**src/rtl/multdiv_ctrl.sv**
```systemverilog
// rtl/multdiv_ctrl.sv - multicycle mult/div issue, wait and writeback controller
// Holds fetch/decode while the unit runs and buffers its result until the write port is free.
module multdiv_ctrl #(
  parameter int TIMEOUT = 64
) (
  input  logic        clock,
  input  logic        reset,
  input  logic        issue,
  input  logic [4:0]  opcode,
  input  logic [4:0]  alu_op,
  input  logic [4:0]  rd,
  input  logic [31:0] md_result,
  input  logic        md_exception,
  input  logic        md_ready,
  input  logic        pipe_we,
  input  logic [4:0]  pipe_dest,
  input  logic [31:0] pipe_data,
  output logic        ctrl_mult,
  output logic        ctrl_div,
  output logic        stall,
  output logic        wb_we,
  output logic [4:0]  wb_dest,
  output logic [31:0] wb_data
);

  typedef enum logic [1:0] {IDLE, BUSY, HOLD} state_t;

  state_t      state, state_next;
  logic [6:0]  count;
  logic [4:0]  rd_q;
  logic        op_div;
  logic        buf_exc;
  logic [31:0] buf_data;
  logic        is_md_op;
  logic        start;
  logic        timeout_hit;

  assign is_md_op    = (opcode == 5'd0) && ((alu_op == 5'b00110) || (alu_op == 5'b00111));
  assign start       = !reset && issue && is_md_op && (state == IDLE);
  assign timeout_hit = (count == 7'(TIMEOUT - 1));

  always_ff @(posedge clock) begin
    if (reset) begin
      state    <= IDLE;
      count    <= 7'd0;
      rd_q     <= 5'd0;
      op_div   <= 1'b0;
      buf_exc  <= 1'b0;
      buf_data <= 32'd0;
    end else begin
      state <= state_next;
      if (start) begin
        rd_q   <= rd;
        op_div <= alu_op[0];
        count  <= 7'd0;
      end
      if (state == BUSY) begin
        count <= count + 7'd1;
        // md_ready wins over a coinciding timeout
        if (md_ready) begin
          buf_exc  <= md_exception;
          buf_data <= md_result;
        end else if (timeout_hit) begin
          buf_exc  <= 1'b1;
          buf_data <= 32'd0;
        end
      end
    end
  end

  always_comb begin
    state_next = state;
    ctrl_mult  = 1'b0;
    ctrl_div   = 1'b0;
    stall      = 1'b0;
    wb_we      = 1'b0;
    wb_dest    = 5'd0;
    wb_data    = 32'd0;
    if (!reset) begin
      ctrl_mult = start && !alu_op[0];
      ctrl_div  = start && alu_op[0];
      stall     = start || (state != IDLE);
      case (state)
        IDLE:    if (start) state_next = BUSY;
        BUSY:    if (md_ready || timeout_hit) state_next = HOLD;
        HOLD:    if (!pipe_we) state_next = IDLE;
        default: state_next = IDLE;
      endcase
      if (pipe_we) begin
        wb_we   = 1'b1;
        wb_dest = pipe_dest;
        wb_data = pipe_data;
      end else if (state == HOLD) begin
        // exceptions report through r30 with a per-op code
        if (buf_exc) begin
          wb_we   = 1'b1;
          wb_dest = 5'd30;
          wb_data = op_div ? 32'd5 : 32'd4;
        end else if (rd_q != 5'd0) begin
          wb_we   = 1'b1;
          wb_dest = rd_q;
          wb_data = buf_data;
        end
      end
    end
  end

endmodule

```
**config.mk**
```make
export PLATFORM = sky130hd
export DESIGN_NAME = multdiv_ctrl
export DESIGN_NICKNAME = d
export VERILOG_FILES = /design/src/rtl/multdiv_ctrl.sv
export SDC_FILE = /design/constraint.sdc
export NUM_CORES = 1
export LEC_CHECK = 0
export CAP_MARGIN = 20
export CELL_PAD_IN_SITES_DETAIL_PLACEMENT = 2
export CELL_PAD_IN_SITES_GLOBAL_PLACEMENT = 2
export CORE_MARGIN = 5
export CORE_UTILIZATION = 25
export CTS_CLUSTER_SIZE = 24
export DETAILED_ROUTE_END_ITERATION = 8
export PLACE_DENSITY_LB_ADDON = 0.1
export SLEW_MARGIN = 20
export SYNTH_ARGS = -nofsm -noshare
export SYNTH_HDL_FRONTEND = slang
export SYNTH_SLANG_ARGS = --single-unit
```
**constraint.sdc**
```tcl
create_clock -name clock -period 4.88 [get_ports clock]
set_input_delay 0.976 -clock clock [delete_from_list [all_inputs] [get_ports clock]]
set_output_delay 0.976 -clock clock [all_outputs]
set_load 0.01 [all_outputs]
```
After elaboration in Yosys (flattened, before gate mapping)
Index checks and enable logic that the tools add are counted. Widths: inputs -> output; s select.

Flip-flop bits (word level): 48. Bits of input ports: 90. Output and inout port bits: 41. Word-level logic and storage cells: 63.

Add/subtract/negate cells: 1. Equal/unequal tests: 8. Reductions and logical operators: 19. Multiplexer cells: 29.

Operator list (number): $mux 32 (7); $mux 5 (5); $mux 7 (2); $mux 1 (11); $eq 5x3->1 const B (2); $add 7x1->7 const B (1); $eq 7x6->1 const B (1); $logic_and 1x1->1 (6); $mux 2 (3); $pmux 2 s3 (1); $reduce_bool 2->1 (3); $logic_not 5->1 (1); $reduce_bool 5->1 (1); $ne 2x2->1 const B (2); $logic_or 1x1->1 (3); $reduce_and 3->1 (1); $eq 2x1->1 const B (1); $eq 2x2->1 const B (1); $logic_not 1->1 (2); $logic_not 2->1 (1); $ne 2x1->1 const B (1); $reduce_and 2->1 (1).

Longest topological paths before layout
Depth in word-level cells: 7. Mapped depth: 7. Mapped depth without buffers: 5.

Worst setup path after synthesis
Ideal clock, no wire load.

Path type: input-to-output. From: input pipe_we. To: output wb_data[18]. Data required time: 3.904 ns. Cell stages on the path: 5. Path slack: 1.910 ns. Arrival: 1.994 ns. Path buffers: 1. Cell sequence: or4b_4 -> a21oi_4 -> buf_6 -> a22oi_2 -> nor2_2.

Cells in the longest elaborated chain, start to end: 2.

RTL lines: from (decl) (line 15) `input logic pipe_we,`; $mux 32 (line 89) `if (pipe_we) begin`; $mux 32 (line 79) `if (!reset) begin`; to (decl) (line 23) `output logic [31:0] wb_data`.

Every way passes these cells.

Final worst setup path
From: input alu_op[2]. To: output ctrl_mult.

Cells in the longest elaborated chain, start to end: 7. Elaborated cells between the ends (all ways): 8. Classes of those cells: eq/ne: 2; mux: 1; reduce/logical: 5.

RTL lines: from (decl) (line 10) `input logic [4:0] alu_op,`; $eq 5x3->1 (line 38) `assign is_md_op = (opcode == 5'd0) && ((alu_op == 5'b00110) || (alu_op == 5'b00111));`; $logic_or 1x1->1 * (line 38); $logic_and 1x1->1 * (line 38); $logic_and 1x1->1 * (2 in a row) (line 39) `assign start = !reset && issue && is_md_op && (state == IDLE);`; $logic_and 1x1->1 * (line 80) `ctrl_mult = start && !alu_op[0];`; $mux 1 * (line 79); to (decl) (line 18) `output logic ctrl_mult,`.

Every way passes the cells marked *; elsewhere a longest branch is shown, timed or not.

==> metrics <==
routed len/inst between 15 and 20 um; max-slew violations 0; most used cell, CP clkdlybuf4s50_1; Hold Path End count[5]; port bufs between 100 and 150; simple-gate share of the synthesized area approximately 14%; initial antenna violation count 0; Max Freq 0.2399 GHz; # rows 39; 1st-iter DRT viols slightly above 90; placed cell areas 4188 um^2; final wirelength ~11000 um; outcome completed; worst clock skew around 3.8 ps; die height 116.9 um; fin crit period around 4200 ps; worst setup margin around 700 ps; crit path max fanout 7; via count slightly above 3k; cts repair resizes 0; number of diodes 0; Worst path depth 6; share of cells above drive strength 1 18.55%; worst r2r path cells 5; Die X 116.9 um; flops & latches, synth 48; Post-CTS Setup Inserts 0; GRT Util Overall approximately 17%; # hold bufs at CTS 0; RSZ-0062 raised after global routing false; Post-Synth Adder-Cell Area 0.4378%; YS warnings 0; post-synth cell types 35; fin cells around 590; critical path's slowest cell clkdlybuf4s50_1; CTS tree done; total power density per cell area approximately 230 nW/um^2; Critical Path RT between 3000 and 4000 ps; max-cap viol count 0; Hold Startpoint count[5]; Worst-Skew Late Latency 290 ps; synthesized cell area ~2900 um^2; I/O pins about 130; FF-to-FF setup slack roughly 2500 ps; Antenna Nets Post-Route 0; Worst Hold Class flip-flop to flip-flop; Worst setup SP type primary input; residual DRC count 0; Hold Crit Depth 1; area delta synth->final 52.93%; TNS Setup 0 ps; Worst path max stage delay 540 ps; CTS Buffer Depth 2; Rel. slew slack between 30 and 40%; dpl cells 577; endpoint of the worst-slack reg-to-reg timing path buf_data[15]; CTS Buf Count 5; Syn Nets between 400 and 500; global-route wire length before repair approximately 18000 um; reg2reg start state[0]; 1st-pass router iterations 4; Crit Path Class primary input to primary output; period utilization a little under nine tenths; Clk pin slew, worst setup/hold paths ~70 ps; root buf cell clkbuf_16; largest net degree at the start of global routing between 40 and 50; Starting Density 25.24%; vias in the first global route ~3.3k; fin area 4370 um^2; Avg Cell Area, Syn between 8 and 9 um^2; sequential fraction of the synthesis area between 30% and 40%; Synth Area in XOR/XNOR 0%; core area ~11000 um^2; Post-Synthesis Cells roughly 330; Hold Vio Cnt, Final 0; Worst Tran Pin Value about 920 ps; Leak between 1 and 1.5 nW; WP data arrival ~3200 ps; H-tree depth 2; layout net count 532; post-placement worst setup slack slightly below 800 ps; vias per cell 5.164; critical path buffer and inverter count 3; total power roughly 0.001 W; CTS Sinks 48; largest delay contributor family on the critical path buffers and inverters; largest family of logic cells by synthesized area compound AO/OA/AOI/OAI gates; final setup vio count 0; CP cell instances clkdlybuf4s50_1 > nor4bb_1 > nand4_1 > buf_4 > nor2_1 > clkdlybuf4s50_1; Crit. End Element primary output; compound-gate portion of the synthesized area 41.64%; Worst IR Drop VDD ~0.00013 V; GR Overflow Total 0; Detailed Place HPWL 8013 um; die area 13670 um^2; GP Congestion between 0.6 and 0.7; mux contribution to synthesized area about 1.8%
-- worst max path at each step --
stage | from | endpoint | slack, ps
floorplan | pipe_we | wb_data[18] | 1910
global placement | pipe_we | wb_data[29] | 810
detailed placement | alu_op[2] | ctrl_mult | 770
CTS | alu_op[2] | ctrl_mult | 670
global route | alu_op[2] | ctrl_mult | 550
finish | alu_op[2] | ctrl_mult | 710
-- metrics by stage --
stage / hold slack, ps / utilization (%)
final: 493.2 / 38.61
after global routing: 532.2 / 38.61
after CTS: 500.1 / 38.61
after detailed placement: 487.9 / 36.99
after global placement: 467.5 / 36.99
after floorplan: 442.7 / -
-- sequential cells by signal, summed over array words and instances, names as in the netlist --
register and count:
buf_exc 1, state 2, op_div 1, rd_q 5, count 7, buf_data 32
-- report_power, final --
| part | total [W] | internal [W] | switching (W) | leakage, nW |
|---|---|---|---|---|
| combinational | 0.000178 | 0.000105 | 0.0000732 | 0.956 |
| clock | 0.000426 | 0.000270 | 0.000156 | 0.0901 |
| sequential | 0.000392 | 0.000392 | 0.000000105 | 0.386 |
| total | 0.000996 | 0.000766 | 0.000229 | 1.43 |
-- cell families after synthesis --
logic type,Yosys count
AOI/OAI and AO/OA,164
DFF,48
buffers and inverters,42
adders and majority gates,1
muxes,5
and+or+nand+nor,72
-- worst register-to-register path, cell delays in order (launching register included) --
cell	delay [ps]
dfxtp_1	410
nor2b_1	590
and2_1	490
buf_4	380
a21oi_1	160
a211oi_1	220
-- layout make-up --
class / instances / area (um^2)
clock buffers: 7 / 152.6
clock inverters: 1 / 30.03
fillers: 1282 / 6950
inverters: 6 / 22.52
multi-input cells: 242 / 1659
flip-flops and latches: 48 / 960.9
well taps: 143 / 178.9
repair buffers: 138 / 1366
-- synthesized netlist by cell type --
cell      count  share of area, %
o31ai_1       2              0.53
o21a_1        3              0.79
buf_6         9               3.5
nor3_2        1              0.35
a32oi_1       2              0.61
nand3_1       4              0.70
mux2i_1       5               1.8
a21oi_1      78                14
nor2_2       30               6.6
nor2b_1       2              0.44
o21ai_0       6               1.1
and3_1        2              0.44
a22oi_2      30                13
inv_1         6              0.79
buf_2         6               1.1
nand4_1       2              0.44
nor4bb_1      1              0.35
nor2_1       11               1.4
and2_1        3              0.66
dfxtp_1      48                34
a21boi_0      1              0.26
clkbuf_1     19               2.5
a21oi_4       1              0.57
nor4_1        1              0.22
nand2_1      12               1.6
or4b_4        1              0.48
nor3b_1       1              0.26
a211oi_1     35               9.2
a31o_1        2              0.61
a41oi_1       1              0.31
nand2b_1      1              0.22
ha_1          1              0.44
buf_4         2              0.53
a221oi_1      2              0.61
a311oi_1      1              0.31
-- metal layers --
metal	GRT usage, %	share of wire (%)	up-vias
met5	0	0	-
met2	27.53	46	87
met4	3.899	0.96	0
li1	-	-	1452
met3	4.370	7.0	6
met1	21.37	46	1476
-- placed cells by master, fill, tap and decap left out --
master	n
ha_1	1
nor2b_1	2
and2_1	3
nor2_1	11
mux2i_1	5
o21a_1	3
a21boi_0	1
o21ai_0	6
inv_1	6
a41oi_1	1
buf_2	1
nor4_1	1
a21oi_4	1
a21oi_1	78
or4b_4	1
nand3_1	4
bufinv_16	1
nand2_1	12
nor4bb_1	1
buf_12	1
dfxtp_1	48
clkbuf_8	2
nand4_1	2
a311oi_1	1
and3_1	2
clkbuf_16	5
a22oi_2	30
clkdlybuf4s50_1	128
nor3_2	1
buf_4	8
o31ai_1	2
a31o_1	2
a221oi_1	2
nor3b_1	1
nand2b_2	1
a32oi_1	2
a211oi_1	35
nor2_2	30
(Power assumes the default switching activity.)
==> RTL edit 1: new RTL, same flow settings <==
Reset style: asynchronous (`reset`), changed in one clocked block.
--- a/src/rtl/multdiv_ctrl.sv
+++ b/src/rtl/multdiv_ctrl.sv
@@ -40,5 +40,5 @@
   assign timeout_hit = (count == 7'(TIMEOUT - 1));
 
-  always_ff @(posedge clock) begin
+  always_ff @(posedge clock or posedge reset) begin
     if (reset) begin
       state    <= IDLE;
Behaviour: same outputs for any inputs over 10 cycles, from zero or initial values and one cycle with reset high; that may be too few to reach the edited logic, so the function may still have changed.
==> RTL edit 1 against the original RTL <==
- die area decreased by 4.4%
- design area fell by 3.3%
- synthesized cell count decreased by 26%
- via count fell by 18%
- non-clock buffer count is 1 lower
- total power rose by 0.12%
- global-route usage is 1.8 points lower
- register-to-register slack improved by 0.51 ns
- synthesized area shrank 4.9%
- sequential cell count is the same
- wire length shrank 16%
- worst setup slack improved by 0.18 ns
==> RTL edit 1: results <==
set metrics [dict create \
    outcome "completed" \
    synthTopCellsByArea "dfrtp_1, a22oi_2, a22o_1" \
    clk_pin_slew_worst_paths_ns 0.09 \
    place_ws_ns 0.8544 \
    buf_share 0.3178 \
    worst_slew_pin_slew_ns 0.6916 \
    vias 2475 \
    nClkBuffers 5 \
    n_all_buffers 137 \
    multi_input_area_share 0.3249 \
    layout.nets 460 \
    dpl.hpwl_mm 6.748 \
    synth_common_cells "dfrtp_1, a22o_1, a22oi_2, nor2_2" \
    synth_cell_types 40 \
    drive_gt1_frac 0.2243 \
    drtIter0Drc 80 \
    cts_max_path_buffers 2 \
    ys_seq_area_frac 0.4418 \
    p_leak_nw 1.679 \
    hold_end "count[6]" \
    synthArstFlopShare 1.000 \
    gp_congestion 0.7512 \
    clkCellAreaFrac 0.02634 \
    tap-cell-count 140 \
    crit_fanout 39 \
    r2r_end "buf_data[29]" \
    grt_pass1_vias 2811 \
    grt_max_degree 50 \
    fillerInstances 1178 \
    syn_nets 337 \
    cts_root_buffer "clkbuf_8" \
    drt-wirelength-per-cell_um 18.59 \
    irDropWorstVdd_mv 0.09822 \
    regArea_um2 1201 \
    dp_cells 502 \
    dpl_cell_area_um2 4116 \
    reg2reg_slack_ns 3.04 \
    crit_slowest_cell "nor3_1" \
    muxShareOfSynthArea 0.03267 \
    seq_share 0.2841 \
    drtPass1Iterations 4 \
    hp-start "count[6]" \
    synthCells 246 \
    crit-reg2reg-launch "state[0]" \
    multiInputCombCellCount 171 \
    drt_wl_total_mm 9.483 \
    hold_path.class "reg -> reg" \
    skew_ns 0.009599 \
    seq_cell_count 48 \
    grtUsageTotal 0.1472 \
    grt_pass1_wl_mm 15.32 \
    r2r_cells 4 \
    hold_slack_ns 0.4890 \
    synth-xor-area-share 0 \
    max_stage_delay_ns 0.61 \
    synth-compound-area-share 0.3217 \
]
## RTL edit 1: changes by cell type after synthesis, moves of 4 or more
cell	unedited run	this run
mux2_1	0	6
buf_6	9	4
a211oi_1	35	0
mux2i_1	5	1
nor3_1	0	6
dfxtp_1	48	0
dfrtp_1	0	48
a22o_1	0	33
a21oi_1	78	10
nor2_1	11	5
clkbuf_1	19	10
## RTL edit 1: metal layers
| metal | routed length (um) | GRT usage | vias to the layer above |
|---|---|---|---|
| li1 | - | - | 1162 |
| met1 | 4382 | 0.2027 | 1229 |
| met2 | 4488 | 0.2416 | 80 |
| met3 | 562 | 0.02907 | 4 |
| met4 | 49 | 0.02850 | 0 |
| met5 | 0 | 0 | - |
## RTL edit 1: logic make-up after synthesis
family | count (synthesis)
AO/OA/AOI/OAI | 95
AND/OR/NAND/NOR | 67
flip-flops | 48
buffers and inverters | 27
multiplexers | 8
adder cells (fa/ha/maj) | 1
## RTL edit 1: critical path, delay by kind of cell
| family | cells | cell delay, ns |
|---|---|---|
| AOI/OAI and AO/OA | 2 | 0.41 |
| buffers and inverters | 3 | 0.99 |
| and+or+nand+nor | 1 | 0.61 |
## RTL edit 1: worst max-delay path by stage
| stage | from | end | slack (ns) | cells after the start |
|---|---|---|---|---|
| after floorplan | reset | ctrl_div | 1.38 | 3 |
| after global placement | pipe_we | wb_data[2] | 0.89 | 6 |
| after detailed placement | pipe_we | wb_data[2] | 0.85 | 6 |
| after CTS | pipe_we | wb_data[2] | 0.86 | 6 |
| after global routing | pipe_we | wb_data[2] | 0.73 | 6 |
| final | pipe_we | wb_dest[2] | 0.89 | 6 |
## RTL edit 1: report_power, final
| group | internal (mW) | switching, mW |
|---|---|---|
| clock network | 0.152 | 0.149 |
| logic | 0.142 | 0.0967 |
| registers | 0.428 | 0.0287 |
| total | 0.723 | 0.274 |
==> RTL edit 2: new RTL, same flow settings <==
Without the edit above. `TIMEOUT`: 64 -> 48.
--- a/src/rtl/multdiv_ctrl.sv
+++ b/src/rtl/multdiv_ctrl.sv
@@ -2,5 +2,5 @@
 // Holds fetch/decode while the unit runs and buffers its result until the write port is free.
 module multdiv_ctrl #(
-  parameter int TIMEOUT = 64
+  parameter int TIMEOUT = 48
 ) (
   input  logic        clock,
Function: no difference found for any inputs over 10 cycles, from zero or initial values and one cycle with reset high; that may be too few to reach the edited logic, so the function may still have changed.
==> RTL edit 2 against the original RTL <==
- sequential power is essentially flat
- critical path type unchanged
- design area shrank 7.8%
- wire length down 17%
- worst hold slack worse by 0.010 ns
- via count is 17% lower
- largest cell class unchanged
- total power shrank 19%
- sequential cell count unchanged
- synthesized area decreased by 11%
- clock power down 40%
- worst setup slack better by 0.087 ns
- die area is 10% lower
==> RTL edit 2: results <==
set metrics [dict create \
    hold_slack_ns 0.4832 \
    ys_seq_area_frac 0.3785 \
    dpl_cell_area_um2 3939 \
    grtUsageMet3 0.04585 \
    endpoint "ctrl_div" \
    setup_ws_ns 0.7986 \
    irDropWorstVdd_mv 0.1183 \
    r2r_end "buf_data[24]" \
    fillerInstances 1109 \
    met2_usage 0.2670 \
    p_int_mw 0.6109 \
    via_per_inst 4.864 \
    multi_input_area_um2 1429 \
    crit_fanout 11 \
    synth_cell_types 43 \
    synth_common_cells "dfxtp_1, a22o_1, a22oi_2, nor2_2, a21oi_1" \
    grt_pass1_vias 2841 \
    skew_ns 0.007882 \
    synth_fa_ha_area_frac 0.004929 \
    syn_nets 352 \
    grt_pass1_wl_mm 15.66 \
    synth-compound-area-share 0.3608 \
    outcome "completed" \
    muxShareOfSynthArea 0.01971 \
    clk_pin_slew_worst_paths_ns 0.09 \
    crit-reg2reg-launch "state[1]" \
    wl_met3_um 510 \
    reg2reg_slack_ns 2.63 \
    grt_max_degree 40 \
    drive_gt1_frac 0.2141 \
    grtUsageTotal 0.1554 \
    critPathTopFamily "simple AND/OR/NAND/NOR gates" \
    drt-wirelength-per-cell_um 18.24 \
    wl_met1_mm 4.287 \
    p_leak_nw 1.415 \
    place_ws_ns 0.7374 \
    layout.nets 473 \
    synthTopCellsByArea "dfxtp_1, a22oi_2, a22o_1" \
    drtPass1Iterations 3 \
]
RTL edit 2: area by class of cell:
type                    instances  share of cell area
repair buffers                137              0.3366
inverters                       7            0.006522
flip-flops and latches         48              0.2385
clock buffers                   8             0.02236
multi-input cells             183              0.3547
well taps                     133             0.04130
RTL edit 2: worst register-to-register path, cell delays in order, from the launching register on:
cell      delay [ns]
dfxtp_1         0.45
nand2b_1        0.46
o41ai_2         0.19
nor2_2          0.55
buf_4           0.37
a22o_1          0.18
RTL edit 2: cell families (layout without fill, tap and decap cells):
| group | count (synthesis) | count (layout) |
|---|---|---|
| mux | 5 | 5 |
| buf+inv | 30 | 152 |
| compound gates | 101 | 101 |
| fa+ha+maj | 1 | 1 |
| flops | 48 | 48 |
| simple gates | 76 | 76 |
RTL edit 2: power by group through the flow:
stage	combinational (mW)	clock, mW	sequential [mW]
finish	0.163	0.254	0.392
global route	0.175	0.284	0.392
CTS	0.166	0.264	0.392
detailed placement	0.165	0	0.401
global placement	0.162	0	0.401
floorplan	0.0549	0	0.401
